### config.mk
export PLATFORM = sky130hd
export DESIGN_NAME = uart_tx_engine
export DESIGN_NICKNAME = d
export VERILOG_FILES = /design/src/rtl/uart_tx_engine.sv
export SDC_FILE = /design/constraint.sdc
export NUM_CORES = 1
export LEC_CHECK = 0
export CORE_ASPECT_RATIO = 0.6
export CORE_MARGIN = 4
export CORE_UTILIZATION = 49
export CTS_CLUSTER_SIZE = 25
export DETAILED_ROUTE_END_ITERATION = 7
export PLACE_DENSITY = 0.67
export SYNTH_ARGS = -nofsm -noshare
export SYNTH_HDL_FRONTEND = slang
export SYNTH_SLANG_ARGS = --single-unit
### constraint.sdc
create_clock -name clk -period 7.08 [get_ports clk]
set_clock_uncertainty 0.1 [all_clocks]
set_input_delay 1.416 -clock clk [delete_from_list [all_inputs] [get_ports clk]]
set_output_delay 1.416 -clock clk [all_outputs]
set_load 0.005 [all_outputs]
### src/rtl/uart_tx_engine.sv
//------------------------------------------------------------------------------
// uart_tx_engine : valid/ready byte in, framed LSB-first serial out on uart_tx
// Rev 1.0
//------------------------------------------------------------------------------
`default_nettype none

module uart_tx_engine #(
  parameter int CLKS_PER_BIT = 10416,
  parameter int DATA_BITS    = 8,
  parameter int PARITY       = 0,
  parameter int STOP_BITS    = 1
) (
  input  logic                 clk,
  input  logic                 reset,
  input  logic [DATA_BITS-1:0] tx_data,
  input  logic                 tx_valid,
  output logic                 tx_ready,
  output logic                 uart_tx,
  output logic                 tx_busy,
  output logic                 tx_done
);

  localparam int CNT_W = (CLKS_PER_BIT > 1) ? $clog2(CLKS_PER_BIT) : 1;
  localparam logic [CNT_W-1:0] CNT_LAST  = CNT_W'(CLKS_PER_BIT - 1);
  localparam logic [2:0]       DATA_LAST = 3'(DATA_BITS - 1);
  localparam logic [2:0]       STOP_LAST = 3'(STOP_BITS - 1);

  generate
    if ((CLKS_PER_BIT < 2) || (DATA_BITS < 5) || (DATA_BITS > 8) ||
        (PARITY < 0) || (PARITY > 2) || (STOP_BITS < 1) || (STOP_BITS > 2)) begin : g_bad_params
      $error("uart_tx_engine: illegal parameter value");
    end
  endgenerate

  typedef enum logic [2:0] {
    S_IDLE   = 3'd0,
    S_START  = 3'd1,
    S_DATA   = 3'd2,
    S_PARITY = 3'd3,
    S_STOP   = 3'd4
  } state_t;

  state_t               state, state_n;
  logic [CNT_W-1:0]     baud_cnt, baud_cnt_n;
  logic [2:0]           bit_idx, bit_idx_n;
  logic [DATA_BITS-1:0] shreg, shreg_n;
  logic                 parity_bit, parity_bit_n;
  logic                 tx_n, ready_n, busy_n, done_n;
  logic                 bit_end;

  assign bit_end = (baud_cnt == CNT_LAST);

  always_comb begin
    state_n      = state;
    baud_cnt_n   = baud_cnt;
    bit_idx_n    = bit_idx;
    shreg_n      = shreg;
    parity_bit_n = parity_bit;

    case (state)
      S_IDLE: begin
        if (tx_valid && tx_ready) begin
          state_n      = S_START;
          shreg_n      = tx_data;
          parity_bit_n = (PARITY == 1) ? ~^tx_data : ^tx_data;
          baud_cnt_n   = '0;
          bit_idx_n    = '0;
        end
      end
      S_START: begin
        if (bit_end) begin
          baud_cnt_n = '0;
          bit_idx_n  = '0;
          state_n    = S_DATA;
        end else begin
          baud_cnt_n = baud_cnt + CNT_W'(1);
        end
      end
      S_DATA: begin
        if (bit_end) begin
          baud_cnt_n = '0;
          if (bit_idx == DATA_LAST) begin
            bit_idx_n = '0;
            state_n   = (PARITY != 0) ? S_PARITY : S_STOP;
          end else begin
            bit_idx_n = bit_idx + 3'd1;
            shreg_n   = {1'b0, shreg[DATA_BITS-1:1]};
          end
        end else begin
          baud_cnt_n = baud_cnt + CNT_W'(1);
        end
      end
      S_PARITY: begin
        if (bit_end) begin
          baud_cnt_n = '0;
          bit_idx_n  = '0;
          state_n    = S_STOP;
        end else begin
          baud_cnt_n = baud_cnt + CNT_W'(1);
        end
      end
      S_STOP: begin
        if (bit_end) begin
          baud_cnt_n = '0;
          if (bit_idx == STOP_LAST) begin
            bit_idx_n = '0;
            state_n   = S_IDLE;
          end else begin
            bit_idx_n = bit_idx + 3'd1;
          end
        end else begin
          baud_cnt_n = baud_cnt + CNT_W'(1);
        end
      end
      default: state_n = S_IDLE;
    endcase

    // Outputs are decoded from the next state so they register in step with it.
    case (state_n)
      S_START:  tx_n = 1'b0;
      S_DATA:   tx_n = shreg_n[0];
      S_PARITY: tx_n = parity_bit_n;
      default:  tx_n = 1'b1;
    endcase
    ready_n = (state_n == S_IDLE);
    busy_n  = (state_n != S_IDLE);
    done_n  = (state_n == S_STOP) && (baud_cnt_n == CNT_LAST) && (bit_idx_n == STOP_LAST);
  end

  always_ff @(posedge clk or negedge reset) begin
    if (!reset) begin
      state      <= S_IDLE;
      baud_cnt   <= '0;
      bit_idx    <= '0;
      shreg      <= '0;
      parity_bit <= 1'b0;
      uart_tx    <= 1'b1;
      tx_ready   <= 1'b1;
      tx_busy    <= 1'b0;
      tx_done    <= 1'b0;
    end else begin
      state      <= state_n;
      baud_cnt   <= baud_cnt_n;
      bit_idx    <= bit_idx_n;
      shreg      <= shreg_n;
      parity_bit <= parity_bit_n;
      uart_tx    <= tx_n;
      tx_ready   <= ready_n;
      tx_busy    <= busy_n;
      tx_done    <= done_n;
    end
  end

endmodule

`default_nettype wire

# Word-level counts from Yosys, hierarchy flattened
# Cells that the tools add are included.
[totals]
reg_bits = 33
latchBits = 0
ram_bits = 0
mem_bits_ro = 0
inputBits = 11
output_inout_bits = 4
wordCells = 64
mem_count = 0
[op_classes]
n_addsub = 2
n_mul = 0
n_div = 0
order_cmp = 0
n_eq_ne = 14
shift = 0
mux = 25
bitwise = 0
n_reduce_logical = 13
[ops]
columns = ["cell", "n"]
rows = [
  ["2-to-1 mux 3 bit", 13],
  ["equality test 14 bit, second input constant", 2],
  ["2-to-1 mux 14 bit", 2],
  ["case mux 14 bit (2 select lines)", 1],
  ["2-to-1 mux 8 bit", 3],
  ["case mux 8 bit (2 select lines)", 1],
  ["case mux 3 bit (5 select lines)", 1],
  ["adder 14 x 1 -> 14 bit, second input constant", 1],
  ["equality test 3 x 2 -> 1 bit, second input constant", 4],
  ["zero test 3 bit", 4],
  ["case mux 3 bit (4 select lines)", 1],
  ["equality test 3 bit, second input constant", 3],
  ["parity 8 bit", 1],
  ["equality test 3 x 1 -> 1 bit, second input constant", 2],
  ["!= test 2 bit, second input constant", 3],
  ["AND reduction 4 bit", 1],
  ["OR reduction 4 bit", 1],
  ["adder 3 x 1 -> 3 bit, second input constant", 1],
  ["logical AND 1 bit", 3],
  ["case mux 1 bit (3 select lines)", 1],
  ["nonzero test 3 bit", 1],
  ["2-to-1 mux 1 bit", 2],
  ["nonzero test 2 bit", 1],
  ["OR reduction 2 bit", 1],
]

# Longest topological paths before layout
[logic_depth]
depth_word = 7
mapped_depth = 9
ltp_nobuf = 8

# Least setup slack after synthesis
# No wires, ideal clock.
[synth_timing]
kind = "input-to-reg"
startpoint = "input port tx_valid"
endpoint = "register tx_done"
setup_time_ns = 0.111
t_arrival_ns = 2.838
required_time_ns = 6.869
slack_ns = 4.031
stages = 7
n_path_buf = 0
path_cell_list = "nand2_1 -> a21o_1 -> a31o_2 -> a21o_1 -> nand2_1 -> or4_1 -> a2111oi_2"
[synth_between]
elab_chain_cells = 6
elab_cells_between_ends = 12
classes_between = "2 x eq/ne; 6 x mux; 4 x reduce/logical"
[synth_rtl]
columns = ["item", "line", "rtl"]
rows = [
  ["start, declared", "16", "input logic tx_valid,"],
  ["logical AND 1 bit", "62", "if (tx_valid && tx_ready) begin"],
  ["2-to-1 mux 14 bit", "62", ""],
  ["case mux 14 bit (2 select lines)", "60", "case (state)"],
  ["named net baud_cnt_n[3]", "44", "logic [CNT_W-1:0] baud_cnt, baud_cnt_n;"],
  ["equality test 14 bit", "127", "done_n = (state_n == S_STOP) && (baud_cnt_n == CNT_LAST) && (bit_idx_n == STOP_LAST);"],
  ["logical AND 1 bit (2 in a row)", "127", ""],
  ["named net done_n", "48", "logic tx_n, ready_n, busy_n, done_n;"],
  ["end signal, assigned", "150", "tx_done <= done_n;"],
  ["end, declared", "20", "output logic tx_done"],
]
# The timed path passes the listed nets, and every way through them passes these cells.
# A chain may end at the register's enable or synchronous reset.

# Worst setup path in the final report
[layout_timing]
startpoint = "input port tx_valid"
endpoint = "register tx_done"
[layout_between]
elab_chain_cells = 6
elab_cells_between_ends = 12
classes_between = "2 x eq/ne; 6 x mux; 4 x reduce/logical"
[layout_rtl]
columns = ["item", "line"]
rows = [
  ["logical AND 1 bit (*)", "62"],
  ["2-to-1 mux 14 bit / 2-to-1 mux 3 bit (equally long branches)", "62"],
  ["case mux 14 bit (2 select lines) / case mux 3 bit (5 select lines) (equally long branches)", "60"],
  ["equality test 14 bit / equality test 3 bit (equally long branches)", "127"],
  ["logical AND 1 bit", "127"],
  ["logical AND 1 bit (*)", "127"],
  ["named net done_n", "48"],
]
# The timed path passes the listed nets; every way through them passes the cells marked *.

==> metrics.md <==
| Metric | Value |
|---|---|
| Outcome | complete, no violations |
| Leak | approximately 0.95 nW |
| Final hold vios | 0 |
| Maximum vdd drop | roughly 0.15 mV |
| Crit path largest cell delay | 0.52 ns |
| CP Launch Type | primary input |
| Crit end category | flop |
| Post-route clock period utilization | 49.4% |
| RSZ-0062 raised after global routing | false |
| DR top layer | met4 |
| Buffers on Ports | 14 |
| Combinational share of power | between 20 and 30% |
| Post-route insts no fill | ~260 |
| Max Clk Rate | roughly 290 MHz |
| Vias | around 1700 |
| Critical path peak fanout | 9 |
| Crit Path Class | primary input to flop |
| Part of the power in registers | a little under half |
| Core area | 3700 um^2 |
| Post-CTS sizing | 0 |
| Most frequent cells in the layout | dfrtp_1, nand2_1, clkdlybuf4s50_1 |
| Slew @ Worst Pin | approximately 1.2 ns |
| Max-slew violation count | 0 |
| Max cap viols | 0 |
| Nets@finish | ~230 |
| Initial antenna violation count | 0 |
| Met3 WL | between 400 and 500 um |
| Sw Pwr | about 0.00022 W |
| Power per cell area | a little under 300 nW/um^2 |
| Hold path depth | 2 |
| Number of placed cells counting well taps | approximately 260 |
| Clock Pin Slew Worst Setup and Hold Paths | 0.06 ns |
| Synthesized cell area | about 1900 um^2 |
| Placer Congestion | a little over 0.9 |
| Die ar. | approximately 5000 um^2 |
| Num CTS Buffers | 5 |
| Ys flop type | dfrtp_1 |
| Critical Path AT | roughly 3.6 ns |
| Number of synthesized flops with an enable pin | 0 |
| Final TNS setup | 0 ns |
| WL/cell | 18.0 um |
| I/O pin count | 15 |
| Synth Instances | 199 |
| Post-route minimum period | between 3 and 4 ns |
| Vias in the first global route | 1472 |
| Gr ovfl total | 0 |
| Cells along the critical path | clkdlybuf4s50_1 -> nand2_1 -> nor2_1 -> a31oi_1 -> nand2b_1 -> or4_1 -> a2111oi_2 |
| Ys async rst share | 100% |
| Area delta synth->final | 15.5% |
| ANT cells | 0 |
| Detail Placement HPWL | roughly 3500 um |
| Post-CTS Setup Bufs | 0 |
| Clock Sinks | 33 |
| Final setup viols | 0 |
| # DRC | 0 |
| Hold Buf Count CTS | 0 |
| Std cell rows | 17 |
| Mean post-synth cell area | ~9.5 um^2 |
| Met1 layer wirelength in the final routing | 2470 um |
| Clock share of power | 29.0% |
| Sw frac | around 34% |
| Skew-Pair Late Insertion Delay | 0.30 ns |
| Final worst slack | between 3 and 4 ns |
| Top cell family by delay on the critical path | simple AND/OR/NAND/NOR gates |
| GR Util All Layers | approximately a fifth |
| Syn nets | between 200 and 250 |
| Layout cells sized above 1 | 11.1% |
| Metal2 WL | around 1800 um |
| Commonest non-fill, non-tap cell in the layout | dfrtp_1 |
| Largest net degree at the start of global routing | 34 |
| First-pass GRT wire length | between 7000 and 8000 um |
| Post-route ant nets | 0 |
| Fin area | 2190 um^2 |
| Clk buf depth | 2 |
| Unique masters post-synth | 55 |
| Chip height | 56.2 um |
| CP bufs+invs | 1 |
| Hold/Removal Path Class | flop to flop |
| Register bit total from synthesis | 33 |
| Int Power | around 0.00042 W |
| Worst slack at placement | about 3.3 ns |
| Max-slew headroom | about a fifth |
| DR vias/cell | between 6 and 7 |
| DRT iter0 DRCs | about 140 |
| Slowest CP cell | or4_1 |
| Overall routed net length | 4740 um |
| Power Total | around 0.00064 W |
| DRT Pass-1 Iters | 4 |
| Initial core utilization | roughly 50% |
| Sequential element share of the synthesized area | between 40% and 50% |
| Number of cells on the worst reg-to-reg path | 7 |
| Critical path depth | 7 |
| Chip width | 88.4 um |
| Dpl cell area | between 2000 and 2500 um^2 |
| CTS root buf | clkbuf_8 |
| Yosys warnings | 0 |
| CTS tree | done |
| Required time worst endpoint | around 7 ns |
| Htree depth | 2 |
-- worst reg2reg max path: stages, from the launching register on --
cell and delay (ns):
dfrtp_1 0.49, nor4b_4 0.45, nand4_2 0.30, o21ai_1 0.22, o41ai_1 0.21, nand2b_1 0.21, or4_1 0.52, a2111oi_2 0.38
-- power groups by stage --
stage	Sequential, W	Combinational, W	Clock, W
2_1_floorplan	0.000273	0.000118	0
5_1_grt	0.000295	0.000181	0.000199
3_5_place_dp	0.000288	0.000162	0
4_1_cts	0.000285	0.000162	0.000187
3_3_place_gp	0.000287	0.000159	0
6_report	0.000288	0.000164	0.000185
-- state kept, by name, summed over array words and instances, names as in the netlist --
name and flops:
state 3, parity_bit 1, tx_ready 1, bit_idx 3, uart_tx 1, tx_done 1
baud_cnt 14, shreg 8, tx_busy 1
-- cell type report --
class                      instances  area (um^2)
sequential                        33          828
multi-input combinational        154         1020
fill                             332         1510
clock buffer                       7         86.3
clock inverter                     1         30.0
tap                               47         58.8
inverter                           7         26.3
timing repair buffer              15          148
-- layer usage --
layer | global-route usage [%] | up-vias
li1 | - | 789
met1 | 32.1 | 815
met2 | 24.7 | 76
met3 | 9.17 | 5
met4 | 5.60 | 0
met5 | 0 | -
-- stage by stage --
step | utilization, % | hold WS [ns]
2_1_floorplan | - | 0.340
3_3_place_gp | 56.1 | 0.351
6_report | 59.3 | 0.368
4_1_cts | 59.3 | 0.371
3_5_place_dp | 56.1 | 0.357
5_1_grt | 59.3 | 0.401
-- cell usage after synthesis (3+ instances only) --
| cell | n | share of area [%] |
|---|---|---|
| and3_1 | 3 | 0.99 |
| nor2_1 | 7 | 1.4 |
| nand4_1 | 5 | 1.6 |
| xnor2_1 | 7 | 3.2 |
| a21oi_1 | 8 | 2.1 |
| dfrtp_1 | 31 | 41 |
| a31oi_1 | 5 | 1.6 |
| nand3_1 | 9 | 2.4 |
| nor2b_1 | 4 | 1.3 |
| nor3_1 | 6 | 1.6 |
| a22oi_1 | 7 | 2.8 |
| nand2_1 | 27 | 5.3 |
| or3_1 | 3 | 0.99 |
| a21o_1 | 4 | 1.6 |
| ha_1 | 4 | 2.6 |
| inv_1 | 7 | 1.4 |
| or4_1 | 3 | 1.2 |
| o21ai_0 | 10 | 2.6 |
| a22o_1 | 3 | 1.4 |
-- kinds of logic (layout without fill, tap and decap cells) --
group / Yosys count / after routing / share of synthesized area [%]
compound gates: 57 / 57 / 21.1
xor+xnor: 7 / 7 / 3.23
fa+ha+maj: 4 / 4 / 2.64
buf+inv: 12 / 30 / 2.90
flops: 33 / 33 / 43.6
simple gates: 86 / 86 / 26.5
-- final timing paths --
| check | from | to | slack, ns |
|---|---|---|---|
| worst min-delay path | shreg[3] | shreg[3] | 0.37 |
| max in group asynchronous | reset | tx_ready | 5.12 |
| worst max register to register | baud_cnt[9] | tx_done | 4.10 |
| min in group asynchronous | reset | baud_cnt[11] | 1.42 |
| worst max-delay path | tx_valid | tx_done | 3.58 |
| worst min register to register | shreg[3] | shreg[3] | 0.37 |
No activity file was read; power rests on OpenSTA's default activity.
